**config.mk**
```make
export PLATFORM = sky130hd
export DESIGN_NAME = mem_access_ctrl
export DESIGN_NICKNAME = d
export VERILOG_FILES = /design/src/rtl/mem_access_ctrl.sv
export SDC_FILE = /design/constraint.sdc
export NUM_CORES = 1
export LEC_CHECK = 0
export CORE_ASPECT_RATIO = 0.7
export CORE_UTILIZATION = 37
export CTS_CLUSTER_SIZE = 12
export DETAILED_ROUTE_END_ITERATION = 10
export MAX_ROUTING_LAYER = met4
export PLACE_DENSITY = 0.71
export SETUP_SLACK_MARGIN = 0.1
export SLEW_MARGIN = 20
export SYNTH_ARGS = -nofsm -noshare
export SYNTH_HDL_FRONTEND = slang
export SYNTH_SLANG_ARGS = --single-unit
```
**constraint.sdc**
```tcl
create_clock -name clk -period 4.5 [get_ports clk]
set_input_delay 0.45 -clock clk [delete_from_list [all_inputs] [get_ports clk]]
set_output_delay 0.45 -clock clk [all_outputs]
set_load 0.02 [all_outputs]
```
**src/rtl/mem_access_ctrl.sv**
```systemverilog
// mem_access_ctrl: single-outstanding data-memory access controller with range/alignment
// fault checking, configurable wait states and pipeline freeze.
module mem_access_ctrl #(
   parameter logic [31:0] BASE_ADDR   = 32'd1024,
   parameter int          DEPTH_WORDS = 64,
   parameter int          WAIT_CYCLES = 2
) (
   input  logic        clk,
   input  logic        rst,
   input  logic        req_valid,
   input  logic        req_wr,
   input  logic [31:0] req_addr,
   input  logic [31:0] req_wdata,
   output logic        req_ready,
   output logic        freeze,
   output logic        resp_valid,
   output logic [31:0] resp_rdata,
   output logic        resp_fault,
   output logic        MEM_r_en,
   output logic        MEM_w_en,
   output logic [31:0] mem_address,
   output logic [31:0] mem_wdata,
   input  logic [31:0] mem_rdata
);
   localparam logic [1:0]  IDLE      = 2'd0;
   localparam logic [1:0]  ACCESS    = 2'd1;
   localparam logic [1:0]  RESP      = 2'd2;
   localparam logic [3:0]  WAIT_INIT = 4'(WAIT_CYCLES);
   // 33-bit limit so a window ending at 4 GiB cannot wrap the compare
   localparam logic [32:0] LIMIT     = {1'b0, BASE_ADDR} + 33'(4 * DEPTH_WORDS);

   logic [1:0]  state_q, state_d;
   logic [3:0]  cnt_q, cnt_d;
   logic        wr_q, wr_d;
   logic [31:0] addr_q, addr_d, wdata_q, wdata_d, rdata_q, rdata_d;
   logic        fault_q, fault_d, r_en_q, r_en_d, w_en_q, w_en_d;
   logic        fault;

   assign fault = (req_addr < BASE_ADDR) || ({1'b0, req_addr} >= LIMIT) || (req_addr[1:0] != 2'b00);

   always_comb begin
      state_d = state_q;
      cnt_d   = cnt_q;
      wr_d    = wr_q;
      addr_d  = addr_q;
      wdata_d = wdata_q;
      rdata_d = rdata_q;
      fault_d = fault_q;
      case (state_q)
         IDLE: if (req_valid) begin
            wr_d    = req_wr;
            addr_d  = req_addr;
            wdata_d = req_wdata;
            state_d = fault ? RESP : ACCESS;
            cnt_d   = fault ? 4'd0 : WAIT_INIT;
            if (fault) begin
               fault_d = 1'b1;
               rdata_d = '0;
            end
         end
         ACCESS: if (cnt_q == 4'd0) begin
            state_d = RESP;
            fault_d = 1'b0;
            rdata_d = wr_q ? '0 : mem_rdata;
         end else begin
            cnt_d = cnt_q - 4'd1;
         end
         default: state_d = IDLE;
      endcase
      r_en_d = (state_d == ACCESS) && !wr_d;
      w_en_d = (state_d == ACCESS) && wr_d && (cnt_d == 4'd0);
   end

   always_ff @(posedge clk or negedge rst) begin
      if (!rst) begin
         state_q <= IDLE;
         cnt_q   <= '0;
         wr_q    <= 1'b0;
         addr_q  <= '0;
         wdata_q <= '0;
         rdata_q <= '0;
         fault_q <= 1'b0;
         r_en_q  <= 1'b0;
         w_en_q  <= 1'b0;
      end else begin
         state_q <= state_d;
         cnt_q   <= cnt_d;
         wr_q    <= wr_d;
         addr_q  <= addr_d;
         wdata_q <= wdata_d;
         rdata_q <= rdata_d;
         fault_q <= fault_d;
         r_en_q  <= r_en_d;
         w_en_q  <= w_en_d;
      end
   end

   assign req_ready   = (state_q == IDLE);
   assign freeze      = ((state_q == IDLE) && req_valid) || (state_q == ACCESS);
   assign resp_valid  = (state_q == RESP);
   assign resp_rdata  = rdata_q;
   assign resp_fault  = fault_q;
   assign MEM_r_en    = r_en_q;
   assign MEM_w_en    = w_en_q;
   assign mem_address = (state_q == ACCESS) ? addr_q : '0;
   assign mem_wdata   = (state_q == ACCESS) ? wdata_q : '0;
endmodule

```
Yosys cells after proc, flatten, opt, wreduce, memory -nomap -nowiden
Cells that the tools add are included.
{"block": "classes", "n_addsub": 1, "magnitude_cmp": 2, "n_eq_ne": 6, "mux": 21, "n_reduce_logical": 15}
{"cell": "$mux 32", "n": 6}
{"cell": "$pmux 32 s2", "n": 1}
{"cell": "$ge 32x11->1 const B", "n": 1}
{"cell": "$lt 32x11->1 const B", "n": 1}
{"cell": "$logic_not 4->1", "n": 2}
{"cell": "$mux 2", "n": 4}
{"cell": "$mux 4", "n": 2}
{"cell": "$pmux 4 s2", "n": 1}
{"cell": "$mux 1", "n": 5}
{"cell": "$eq 2x1->1 const B", "n": 2}
{"cell": "$logic_and 1x1->1", "n": 4}
{"cell": "$ne 2x2->1 const B", "n": 2}
{"cell": "$pmux 2 s2", "n": 1}
{"cell": "$reduce_and 4->1", "n": 1}
{"cell": "$reduce_bool 2->1", "n": 2}
{"cell": "$sub 4x1->4 const B", "n": 1}
{"cell": "$logic_or 1x1->1", "n": 3}
{"cell": "$eq 2x2->1 const B", "n": 1}
{"cell": "$logic_not 2->1", "n": 1}
{"cell": "$ne 2x1->1 const B", "n": 1}
{"cell": "$pmux 1 s2", "n": 1}
{"cell": "$reduce_and 2->1", "n": 1}
{"cell": "$logic_not 1->1", "n": 1}
{"block": "word_totals", "reg_bits": 106, "inputBits": 100, "out_inout_bits": 102}

Longest topological paths before layout
{"block": "depth", "depth_word": 9, "depth_mapped": 8, "ltp_nobuf": 6}

Least setup slack after synthesis
OpenSTA, ideal clock, no wires.
{"block": "synth_path", "path_type": "reg-to-output", "startpoint": "register state_q[0]", "endpoint": "output mem_address[12]", "arrival_time_ps": 1251, "setup_slack_ps": 2799, "path_stages_with_launch": 5, "cell_sequence": "dfrtp_1 -> nor2b_1 -> clkbuf_1 -> clkbuf_1 -> and2_1"}
{"block": "synth_between", "elab_chain_cells": 2}
{"item": "from (decl)", "line_no": "32", "text": "logic [1:0] state_q, state_d;"}
{"item": "from (signal assigned)", "line_no": "86", "text": "state_q <= state_d;"}
{"item": "$eq 2x1->1", "line_no": "105", "text": "assign mem_address = (state_q == ACCESS) ? addr_q : '0;"}
{"item": "$mux 32", "line_no": "105"}
{"item": "to (decl)", "line_no": "21", "text": "output logic [31:0] mem_address,"}
Every way passes these cells.

Worst setup path in the final report
{"block": "layout_path", "startpoint": "register state_q[0]", "endpoint": "output mem_address[27]"}
The elaborated chain is that of the path after synthesis.

==> impl_metrics.csv <==
group,metric,value,unit
logic_synthesis,async_flop_share,100.0,%
global_routing,grt_use_total,20.86,%
setup_path,reg2reg_from,"state_q[0]",
setup_path,crit_path_max_fanout,42,
clock_tree,clockRootBuffer,"clkbuf_16",
global_routing,grt_pass1_vias,3974,
sta,hold_viol_final,0,
setup_path,critPathMaxStageDelay,0.61,ns
sta,finalCritPeriodShare,61.45,%
global_routing,overflow,0,
setup_path,rrSetupSlack,2.29,ns
finish,stdcell_count,856,
clock_tree,cts_setup_buffers,0,
finish,synthToLayoutAreaGrowth,51.66,%
setup_path,cp.arrival,2.32,ns
finish,final_common_cell,"nand2_1",
global_routing,grt_max_degree,66,
logic_synthesis,synthCells,508,
placement,post-place-ws,1.764,ns
placement,placed_area,6765,sq um
detailed_routing,firstDrtPassIters,5,
logic_synthesis,avgSynthCellArea,9.177,sq um
finish,final_area,7071,sq um
detailed_routing,vias,4107,
flow_run,maxCapViolations,0,
logic_synthesis,syn-num-nets,609,
sta,fin_setup_tns,0,ns
setup_path,critPathSlowestCell,"clkdlybuf4s50_1",
detailed_routing,drc,0,
finish,register_area,2653,sq um
floorplanning,rows,33,
detailed_routing,wirelength,12940,microns
logic_synthesis,synthesis.yosys.warnings,0,
setup_path,cp-startpoint,"state_q[0]",
floorplanning,dieWidth,136.2,microns
clock_tree,cts.clk_slew.worst_paths,0.07,ns
setup_path,worst-path-buf-inv,2,
setup_path,startpoint_type,"flop",
logic_synthesis,synth_top_area_cell,"dfrtp_1",
logic_synthesis,synth_top_area_share,56.90,%
setup_path,worstSetupPathDepth,4,
finish,final_nets,796,
global_routing,antenna_found_initial,0,
setup_path,r2r_end,"addr_q[6]",
sta,rsz0062_at_grt,"false",
floorplanning,fp.coreArea,11970,sq um
sta,setup_ws,1.735,ns
logic_synthesis,synth_edf_count,0,
floorplanning,initial_core_util,38.93,%
power_and_ir_drop,p_per_area,289.9,nW/um^2
sta,max_freq,361.6,MHz
detailed_routing,drtIter0Drc,141,
clock_tree,clkLatencyLatePin,0.34,ns
hold_path,hold_class,"in2async",
floorplanning,die_y,95.92,microns
clock_tree,cts_made_buffers,9,
power_and_ir_drop,irDropWorstVdd,0.2107,mV
setup_path,end_kind,"output port",
logic_synthesis,syn_area,4662,sq um
placement,place_hpwl,9042,microns
logic_synthesis,netlist_top_cells_area,"dfrtp_1 57%, nand2_1 18%, and2_1 8.6%",
detailed_routing,wire_per_inst,15.12,microns
placement,gp_congestion,0.8634,
sta,setup_viol,0,
run_status,status,"completed",
detailed_routing,ant_nets,0,
clock_tree,htree_num_levels,3,
logic_synthesis,synth_cell_types,33,
sta,skew,0.004727,ns
setup_path,crit_chain,"nor2b_4 > buf_16 > and2_1 > clkdlybuf4s50_1",
setup_path,critPathTopFamily,"buffers and inverters",
placement,placed_cells,840,
finish,multi_input_area,1862,sq um
sta,slew_violations,0,
clock_tree,cts_sinks,106,
finish,layout-drive-gt1-share,4.149,%
setup_path,crit_end,"mem_address[27]",
detailed_routing,avgViaCountPerCell,4.798,
clock_tree,cts_tree,"done",
clock_tree,post_cts_resized,0,
floorplanning,dieArea,13060,sq um
power_and_ir_drop,power_leakage,0.003189,uW
sta,finalCriticalPeriod,2.765,ns
setup_path,crit_type,"reg2out",
logic_synthesis,yosys_most_used_dff,"dfrtp_1",
clock_tree,clockBufferDepth,2,
logic_synthesis,synth_seq_cells,106,
sta,tightest_slew,1.073,ns
floorplanning,ios,202,
setup_path,r2r_cells,4,
finish,diodes,0,
sta,worst_slew_margin_rel,28.13,%
setup_path,critPathRequiredTime,4.05,ns
logic_synthesis,synth_seq_area_share,56.90,%
finish,final_cell_mix,"224 x nand2_1, 200 x clkdlybuf4s50_1, 106 x dfrtp_1",
finish,fillCellCount,1064,
placement,portBuffers,201,
clock_tree,holdBufCountCts,0,
global_routing,grt_pass1_wl,20200,microns
through the flow:
step	hold WS (ns)	total power, uW	utilization (%)
floorplan	0.1544	1174	-
CTS	0.2328	2085	58.82
detailed placement	0.4538	1325	56.50
global route	0.2746	2157	59.05
finish	0.1854	2050	59.05
global placement	0.4487	1314	56.50
Yosys cell counts, types with 2 or more instances:
cell type    n
dfrtp_1    106
nor4_1       6
nand3_1      2
buf_6        3
or3_1        2
nand2b_1     2
o21ai_0      5
nor2_1       5
nor3_1       5
and2_1      64
nand2_1    225
buf_2       10
nor2b_1      2
a22o_1       2
nor3b_1      2
inv_1        2
o2bb2ai_1   32
clkbuf_1    17
nand4_1      2
worst min path at each step:
| stage | cells after the start | slack (ns) | start | endpoint |
|---|---|---|---|---|
| after floorplan | 0 | 0.15 | rst | MEM_r_en |
| after global placement | 2 | 0.45 | addr_q[21] | addr_q[21] |
| after detailed placement | 2 | 0.45 | wdata_q[11] | wdata_q[11] |
| after CTS | 1 | 0.23 | rst | addr_q[1] |
| after global routing | 1 | 0.27 | rst | addr_q[1] |
| final | 1 | 0.19 | rst | addr_q[1] |
registers in the layout, summed over array words and instances (netlist names):
name,flops
wr_q,1
cnt_q,4
MEM_r_en,1
addr_q,32
wdata_q,32
MEM_w_en,1
resp_rdata,32
resp_fault,1
state_q,2
routing by layer:
layer  up-vias  global-route usage (%)  wire, microns
met2       166                   32.11           5809
met5         -                       -              0
met1      1931                   27.13           5995
met3         7                   5.845           1050
li1       2003                       -              -
met4         0                   5.370             84
layout make-up:
class	count	share of cell area, %
flip-flops and latches	106	37.52
repair buffers	207	29.34
multi-input cells	369	26.33
clock buffers	10	3.380
well taps	157	2.778
clock inverters	5	0.5486
inverters	2	0.1062
where the power goes:
group / internal (uW) / switching, uW
clock network: 392 / 353
logic: 119 / 118
registers: 1030 / 38.5
total: 1540 / 510
cell families (layout without fill, tap and decap cells):
kind of cell	after synthesis	in the layout	share of synthesized area (%)
buffers and inverters	33	224	3.489
adder cells (fa/ha/maj)	1	1	0.2683
multiplexers	1	1	0.2415
AO/OA/AOI/OAI	46	46	8.079
flip-flops	106	106	56.90
AND/OR/NAND/NOR	321	321	31.03
Power figures use the tool's default switching activity.
